## config.mk

```make
export PLATFORM = sky130hd
export DESIGN_NAME = latch_bank_writer
export DESIGN_NICKNAME = d
export VERILOG_FILES = /design/src/rtl/latch_bank_writer_pkg.sv /design/src/rtl/latch_bank_writer_timer.sv /design/src/rtl/latch_bank_writer.sv
export SDC_FILE = /design/constraint.sdc
export NUM_CORES = 1
export LEC_CHECK = 0
export ABC_AREA = 1
export CORE_MARGIN = 5
export CORE_UTILIZATION = 46
export CTS_CLUSTER_DIAMETER = 50
export CTS_CLUSTER_SIZE = 30
export DETAILED_ROUTE_END_ITERATION = 16
export GPL_TIMING_DRIVEN = 0
export MAX_ROUTING_LAYER = met4
export PLACE_DENSITY_LB_ADDON = 0.3
export SYNTH_ARGS = -nofsm -noshare
export SYNTH_HDL_FRONTEND = slang
export SYNTH_SLANG_ARGS = --single-unit
```

## constraint.sdc

```tcl
create_clock -name CLK -period 1.36 [get_ports CLK]
set_input_delay 0.272 -clock CLK [delete_from_list [all_inputs] [get_ports CLK]]
set_output_delay 0.272 -clock CLK [all_outputs]
set_load 0.01 [all_outputs]
```

## src/rtl/latch_bank_writer_pkg.sv

```systemverilog
// Shared types and helpers for the latch bank write sequencer.
package latch_bank_writer_pkg;

  typedef enum logic [2:0] {
    IDLE,
    SETUP,
    PULSE,
    HOLD,
    CLR,
    RECOV
  } state_t;

  localparam int CW        = 4;
  localparam int MAX_WORDS = 1024;

  // Out-of-range addresses return all zeros, so no row is ever enabled for them.
  function automatic logic [MAX_WORDS-1:0] onehot(input logic [31:0] addr, input int words);
    onehot = '0;
    if (addr < $unsigned(words)) onehot[addr[9:0]] = 1'b1;
  endfunction

endpackage

```

## src/rtl/latch_bank_writer_timer.sv

```systemverilog
// Loadable down-counter; done is high during the last cycle of a loaded duration.
module latch_bank_writer_timer
  import latch_bank_writer_pkg::*;
(
  input  logic          CLK,
  input  logic          RN,
  input  logic          load,
  input  logic [CW-1:0] load_val,
  output logic          done
);

  logic [CW-1:0] cnt_reg;

  always_ff @(posedge CLK or negedge RN) begin
    if (!RN) begin
      cnt_reg <= '0;
    end else if (load) begin
      cnt_reg <= load_val;
    end else if (cnt_reg != '0) begin
      cnt_reg <= cnt_reg - CW'(1);
    end
  end

  assign done = (cnt_reg == CW'(1));

endmodule

```

## src/rtl/latch_bank_writer.sv

```systemverilog
// Write sequencer for a bank of transparent latches: setup, enable pulse, hold,
// and bank clear, with every latch-facing output driven straight from a flop.
module latch_bank_writer
  import latch_bank_writer_pkg::*;
#(
  parameter int WORDS     = 8,
  parameter int WIDTH     = 8,
  parameter int PULSE_CYC = 1,
  parameter int HOLD_CYC  = 1,
  localparam int AW       = $clog2(WORDS)
) (
  input  logic             CLK,
  input  logic             RN,
  input  logic             req_valid,
  output logic             req_ready,
  input  logic [AW-1:0]    req_addr,
  input  logic [WIDTH-1:0] req_data,
  input  logic             clr_req,
  output logic [WIDTH-1:0] lat_D,
  output logic [WORDS-1:0] lat_E,
  output logic             lat_RN,
  output logic             err
);

  state_t           state_reg, state_next;
  logic [AW-1:0]    addr_reg, addr_next;
  logic [WIDTH-1:0] lat_d_reg, lat_d_next;
  logic [WORDS-1:0] lat_e_reg, lat_e_next;
  logic             lat_rn_reg, lat_rn_next;
  logic             ready_reg, ready_next;
  logic             err_reg, err_next;
  logic             timer_load;
  logic [CW-1:0]    timer_val;
  logic             timer_done;
  logic [WORDS-1:0] row_sel;

  assign row_sel = WORDS'(onehot(32'(addr_reg), WORDS));

  latch_bank_writer_timer u_timer (
    .CLK      (CLK),
    .RN       (RN),
    .load     (timer_load),
    .load_val (timer_val),
    .done     (timer_done)
  );

  always_comb begin
    state_next  = state_reg;
    addr_next   = addr_reg;
    lat_d_next  = lat_d_reg;
    lat_e_next  = '0;
    lat_rn_next = 1'b1;
    ready_next  = 1'b0;
    err_next    = 1'b0;
    timer_load  = 1'b0;
    timer_val   = '0;
    case (state_reg)
      IDLE: begin
        // ready_reg gates acceptance so nothing is taken on the first edge after reset
        if (ready_reg && clr_req) begin
          state_next  = CLR;
          lat_rn_next = 1'b0;
          timer_load  = 1'b1;
          timer_val   = CW'(PULSE_CYC);
        end else if (ready_reg && req_valid) begin
          state_next = SETUP;
          addr_next  = req_addr;
          lat_d_next = req_data;
          err_next   = (32'(req_addr) >= 32'(WORDS));
        end else begin
          ready_next = 1'b1;
        end
      end
      SETUP: begin
        state_next = PULSE;
        lat_e_next = row_sel;
        timer_load = 1'b1;
        timer_val  = CW'(PULSE_CYC);
      end
      PULSE: begin
        if (timer_done) begin
          state_next = HOLD;
          timer_load = 1'b1;
          timer_val  = CW'(HOLD_CYC);
        end else begin
          lat_e_next = row_sel;
        end
      end
      HOLD: begin
        if (timer_done) begin
          state_next = IDLE;
          ready_next = 1'b1;
        end
      end
      CLR: begin
        if (timer_done) state_next = RECOV;
        else            lat_rn_next = 1'b0;
      end
      RECOV: begin
        state_next = IDLE;
        ready_next = 1'b1;
      end
      default: state_next = IDLE;
    endcase
  end

  always_ff @(posedge CLK or negedge RN) begin
    if (!RN) begin
      state_reg  <= IDLE;
      addr_reg   <= '0;
      lat_d_reg  <= '0;
      lat_e_reg  <= '0;
      lat_rn_reg <= 1'b0;
      ready_reg  <= 1'b0;
      err_reg    <= 1'b0;
    end else begin
      state_reg  <= state_next;
      addr_reg   <= addr_next;
      lat_d_reg  <= lat_d_next;
      lat_e_reg  <= lat_e_next;
      lat_rn_reg <= lat_rn_next;
      ready_reg  <= ready_next;
      err_reg    <= err_next;
    end
  end

  assign req_ready = ready_reg;
  assign lat_D     = lat_d_reg;
  assign lat_E     = lat_e_reg;
  assign lat_RN    = lat_rn_reg;
  assign err       = err_reg;

endmodule

```

==> results of run 1 <==
-- what timing repair did --
item                       CTS  global route
pin swaps                    0             2
hold buffers                 0             1
resized for setup           22            11
hold endpoints to repair     0            28
setup endpoints to repair   33            22
setup buffers                1             6
cloned                       0             1
-- layout by cell type (no fill, tap or decap), types with 3 or more instances in the layout --
cell | netlist | routed
buf_4 | 1 | 8
clkbuf_4 | 0 | 3
clkdlybuf4s50_1 | 0 | 13
dfrtp_1 | 28 | 26
dlygate4sd2_1 | 0 | 17
inv_1 | 9 | 5
inv_2 | 0 | 3
nand2_1 | 37 | 36
nand2_2 | 2 | 3
nand3_1 | 10 | 8
nand4_1 | 3 | 3
nor2_1 | 10 | 10
o21ai_0 | 11 | 11
-- worst max-delay path: stages, from the launching register on --
cell and delay, ps:
dfrtp_2 490, nor2_4 190, nand3_4 130, nor2_4 160
buf_6 150, o21ai_0 80
-- logic make-up after synthesis --
logic type / after synthesis / share of synthesized area
simple gates: 69 / 0.263
flops: 28 / 0.571
compound gates: 18 / 0.0816
buf+inv: 11 / 0.0429
fa+ha+maj: 3 / 0.0306
xor+xnor: 1 / 0.00714
other cells: 1 / 0.00306
-- area by class of cell --
cell class	instances	share of cell area
buffer	2	0.0110
sequential	28	0.413
clock buffer	4	0.0213
timing repair buffer	40	0.209
tap	30	0.0220
inverter	9	0.0213
multi-input combinational	93	0.302
-- per-layer routing --
metal | vias to the layer above | wire [um] | GRT usage
met2 | 35 | 1170 | 0.253
met3 | 4 | 180 | 0.0335
met1 | 480 | 1140 | 0.202
li1 | 519 | - | -
met4 | 0 | 36 | 0.0636
met5 | - | 0 | -
-- where the power goes --
part           internal (mW)  switching, mW  total (mW)
Clock                  0.164          0.236       0.400
Combinational          0.786           1.00        1.79
Sequential              1.16          0.235        1.39
Total                   2.11           1.47        3.58
-- worst max path at each step --
stage,endpoint,slack (ps),cells past startpoint,startpoint
after floorplan,u_timer.cnt_reg[0],110,7,u_timer.cnt_reg[1]
after global placement,lat_D[2],-360,1,RN
after detailed placement,lat_D[2],-380,1,RN
after CTS,u_timer.cnt_reg[0],10,7,u_timer.cnt_reg[1]
after global routing,addr_reg[1],-30,5,state_reg[1]
final,addr_reg[1],50,5,state_reg[1]
-- per-stage QoR --
stage	worst slack (ps)	instance area [um2]
after global placement	-359	1580
after global routing	-27.5	1700
final	53.6	1700
after CTS	14.1	1620
after detailed placement	-384	1580
after floorplan	108	1230
==> flow_metrics.tcl, run 1 <==
set metrics [dict create \
    status "finished clean" \
    critical_path_class "reg -> reg" \
    synth_top_cell_area_share 0.571 \
    yosys_warnings 0 \
    grt_pass1_wl_um 4290 \
    drive_gt1_frac 0.176 \
    cp.arrival_ps 1530 \
    fmax_ghz 0.765 \
    yosysMostFrequentCell "nand2_1" \
    totalWireLength_um 2530 \
    ys_seq_area_frac 0.571 \
    initial_utilization 0.486 \
    yosys.area.top_type "dfrtp_1" \
    synth-edff-count 0 \
    vias 1038 \
    timing.final.crit_share 0.961 \
    placed_cells 193 \
    cp.required_ps 1580 \
    grtUsageTotal 0.160 \
    grt_max_degree 29 \
    syn_to_final_growth_pct 39.0 \
    vias_per_cell 5.04 \
    synth_cells 131 \
    multiInputGateArea_um2 515 \
    core_area_um2 2520 \
    wire_per_inst_um 12.3 \
    worst_setup_path_start_kind "flip-flop" \
    setup-tns-final_ps 0 \
    grt_pass1_vias 995 \
    r2r_cells 5 \
    reg2reg_slack_ps 50 \
    total_power_mw 3.58 \
    ys_types 24 \
    finalCoreUtilization 0.676 \
    synthArstFlopShare 1.00 \
    synth.cell_area_um2 1230 \
    reg2reg_to "addr_reg[1]" \
    p_leak_nw 0.869 \
    powerDensity_nw_per_um2 2100 \
    finalSetupViolations 0 \
    yosys-top-cells-count "nand2_1, dfrtp_1, o21ai_0, nand3_1, nor2_1" \
    port_buffers 32 \
    drc 0 \
    hold_class "in -> async" \
    cts.path.max_buffers 2 \
    period_needed_ps 1310 \
    nets 195 \
    irDropWorstVdd_mv 1.35 \
    synth.avg_cell_area_um2 9.36 \
    tightest_slew_ps 604 \
    fin_cells 206 \
    cts.reportedPaths.clkPinSlew_ps 140 \
    finalMaxSlewViolations 0 \
    regArea_um2 703 \
    fin_hold_ws_ps 470 \
    clkLatencyLatePin_ps 320 \
    die_area_um2 3800 \
    clock-sinks 28 \
    ys_top_cells_by_area "dfrtp_1, nand2_1, o21ai_0" \
    fp.dieW_um 61.6 \
    worstSetupEndpointType "flip-flop" \
    fillCellCount 219 \
    htree_num_levels 1 \
    hold_viol 0 \
    io_pins 34 \
    synth-seq-cells 28 \
    worst-path-max-fanout 10 \
    gp_congestion 0.772 \
    antennaDiodeCount 0 \
    rows 18 \
    numCtsBuffers 3 \
    grt_overflow 0 \
    synth_fp_nets 149 \
    r2r_start "state_reg[1]" \
    cts_tree "yes" \
    maxCapViolCount 0 \
    root_buffer "clkbuf_4" \
    drt_pass1_iterations 4 \
    max_slew_margin 0.597 \
    clock_skew_ps 1.65 \
    die_h_um 61.6 \
    first_iter_violations 30 \
    synthFlopType "dfrtp_1" \
    hpwl_um 1810 \
    ant_nets 0 \
    antenna_found_initial 0 \
]
(Power assumes the default switching activity.)
==> run 2: changes to the inputs <==
- CORE_UTILIZATION: 46 -> 47
- SYNTH_HIERARCHICAL: unset -> 1
==> run 2 against run 1 <==
The run now ends with setup timing left; combinational power increased by 49%; clock skew increased by 2.6 ps; final area increased by 15%; register-to-register slack got worse by 180 ps; power increased by 26%; critical path depth increased by 7; clock-buffer cell count unchanged; sequential share of layout area decreased by 5.5 points; largest cell class unchanged; largest power group unchanged.
==> flow_metrics.tcl, run 2 <==
set metrics [dict create \
    status "finished with violations" \
    violations "setup timing" \
    vias 1231 \
    ys_seq_area_frac 0.539 \
    period_needed_ps 1490 \
    setup-tns-final_ps -971 \
    reg2reg_to "u_timer/cnt_reg[1]" \
    ys_top_cells_by_area "dfrtp_1, nand2_1, o21ai_0" \
    gp_congestion 0.859 \
    multiInputGateArea_um2 617 \
    fmax_ghz 0.672 \
    finalSetupViolations 14 \
    grt_pass1_wl_um 5040 \
    port_buffers 32 \
    cp_cell_sequence "inv_2 > ha_4 > inv_2 > nor2_4 > inv_2 > o21ai_2 > inv_2 > nand2_4 > inv_4 > nand3_4 > nand2_1 > o21ai_1" \
    timing.final.crit_share 1.09 \
    synthArstFlopShare 1.00 \
    htree_num_levels 1 \
    irDropWorstVdd_mv 1.64 \
    synth-edff-count 0 \
    drt_pass1_iterations 4 \
    yosys_warnings 6 \
    hpwl_um 2000 \
    root_buffer "clkbuf_4" \
    drc 0 \
    yosys.area.top_type "dfrtp_1" \
    worst-path-max-fanout 8 \
    clkLatencyLatePin_ps 320 \
    maxCapViolCount 0 \
    grt_max_degree 29 \
    core_area_um2 2710 \
    r2r_start "u_timer/cnt_reg[1]" \
    clock-sinks 28 \
    die_area_um2 3920 \
    cts.reportedPaths.clkPinSlew_ps 150 \
    wire_per_inst_um 13.9 \
    syn_to_final_growth_pct 51.4 \
    ant_nets 0 \
    hold_viol 0 \
    synth.avg_cell_area_um2 8.61 \
    worst_setup_path_start_kind "flip-flop" \
    synth.cell_area_um2 1300 \
    yosysMostFrequentCell "nand2_1" \
    synth_cells 151 \
    antenna_found_initial 0 \
    yosys-top-cells-count "nand2_1, dfrtp_1, inv_1, nor2_1, o21ai_0" \
    powerDensity_nw_per_um2 2290 \
    clock_skew_ps 4.23 \
    totalWireLength_um 3400 \
    initial_utilization 0.480 \
    critical_path_class "reg -> reg" \
    postLayoutSetupSlackWorst_ps -127 \
    cp_common_cell "inv_2" \
    first_iter_violations 32 \
    numCtsBuffers 3 \
    max_slew_margin 0.587 \
    critPathMaxStageDelay_ps 420 \
    grt_overflow 0 \
    slowest_stage "dfrtp_1" \
    worstSetupEndpointType "flip-flop" \
    synthFlopType "dfrtp_1" \
    drive_gt1_frac 0.327 \
    fillCellCount 205 \
    regArea_um2 704 \
    cp.arrival_ps 1750 \
    io_pins 34 \
    hold_class "in -> async" \
    synth_top_cell_area_share 0.539 \
    vias_per_cell 5.02 \
    final_common_cell "nand2_1" \
    rsz0062_at_grt "true" \
    die_h_um 62.6 \
    ys_types 22 \
    nets 233 \
    cts_tree "yes" \
    cts.path.max_buffers 2 \
    finalMaxSlewViolations 0 \
    synth-seq-cells 28 \
    p_leak_nw 1.03 \
    fin_hold_ws_ps 476 \
    grtUsageTotal 0.159 \
    fp.dieW_um 62.6 \
    grt_pass1_vias 1135 \
    reg2reg_slack_ps -130 \
    rows 19 \
    antennaDiodeCount 0 \
    cp.required_ps 1620 \
    r2r_cells 12 \
    tightest_slew_ps 619 \
    most-common-layout-cells "nand2_1, dfrtp_1, buf_4, dlygate4sd2_1" \
]
run 2: what timing repair did:
item / in CTS / in global routing
endpoints found under the setup margin: 60 / 25
hold buffers: 0 / 1
endpoints found under the hold margin: 0 / 28
cloned: 0 / 1
resized for setup: 32 / 31
pin swaps: 5 / 8
setup buffers: 8 / 14
run 2: worst max-delay path by stage:
| stage | from | end | slack, ps | cells past startpoint |
|---|---|---|---|---|
| 3_3_place_gp | RN | state_reg[1] | -380 | 1 |
| 3_5_place_dp | RN | u_timer/cnt_reg[1] | -410 | 1 |
| 2_1_floorplan | u_timer/cnt_reg[2] | u_timer/cnt_reg[2] | -90 | 10 |
| 4_1_cts | u_timer/cnt_reg[1] | u_timer/cnt_reg[2] | -130 | 11 |
| 5_1_grt | state_reg[0] | u_timer/cnt_reg[1] | -250 | 9 |
| 6_report | u_timer/cnt_reg[1] | u_timer/cnt_reg[1] | -130 | 12 |
run 2: layer usage:
metal | GRT usage | up-vias | share of wire
li1 | - | 599 | -
met2 | 0.281 | 33 | 0.55
met4 | 0.0557 | 0 | 0.016
met5 | - | - | 0
met1 | 0.179 | 593 | 0.40
met3 | 0.0306 | 6 | 0.035
run 2: kinds of logic (layout without fill, tap and decap cells):
| logic type | after synthesis | after routing | synth area share |
|---|---|---|---|
| other | 1 | 4 | 0.00288 |
| AOI/OAI and AO/OA | 21 | 21 | 0.0895 |
| buffers and inverters | 19 | 79 | 0.0635 |
| and+or+nand+nor | 79 | 79 | 0.276 |
| DFF | 28 | 28 | 0.539 |
| adders and majority gates | 3 | 3 | 0.0289 |
run 2: power by group:
| group | switching, mW | internal (mW) | total (mW) |
|---|---|---|---|
| Sequential | 0.253 | 1.18 | 1.43 |
| Combinational | 1.46 | 1.21 | 2.67 |
| Clock | 0.240 | 0.164 | 0.404 |
| Total | 1.95 | 2.55 | 4.51 |
run 2: critical path: cells and delay by family (launching register included):
family,cells,cell delay [ps]
AOI/OAI and AO/OA,2,200
DFF,1,420
adders and majority gates,1,130
and+or+nand+nor,4,380
buffers and inverters,5,300
run 2: final cells by class:
class | instances | share of cell area
Clock buffer | 4 | 0.0184
Sequential cell | 28 | 0.358
Timing Repair Buffer | 56 | 0.247
Inverter | 17 | 0.0337
Tap cell | 31 | 0.0197
Multi-Input combinational cell | 107 | 0.313
Buffer | 2 | 0.00954
run 2: per-stage QoR:
| stage | instances | cell area, um2 | setup slack, ps | util | power, mW |
|---|---|---|---|---|---|
| 2_1_floorplan | 154 | 1320 | -91.6 | - | 2.67 |
| 3_3_place_gp | 217 | 1680 | -379 | 0.620 | 3.29 |
| 3_5_place_dp | 217 | 1680 | -412 | 0.620 | 3.38 |
| 4_1_cts | 229 | 1800 | -132 | 0.663 | 3.91 |
| 5_1_grt | 245 | 1970 | -249 | 0.726 | 4.88 |
| 6_report | 245 | 1970 | -127 | 0.726 | 4.51 |
==> run 3: changes to the inputs <==
- CTS_CLUSTER_DIAMETER: 50 -> unset
==> results of run 3 <==
Final layout, timing and power as in run 2 (identical DEF).
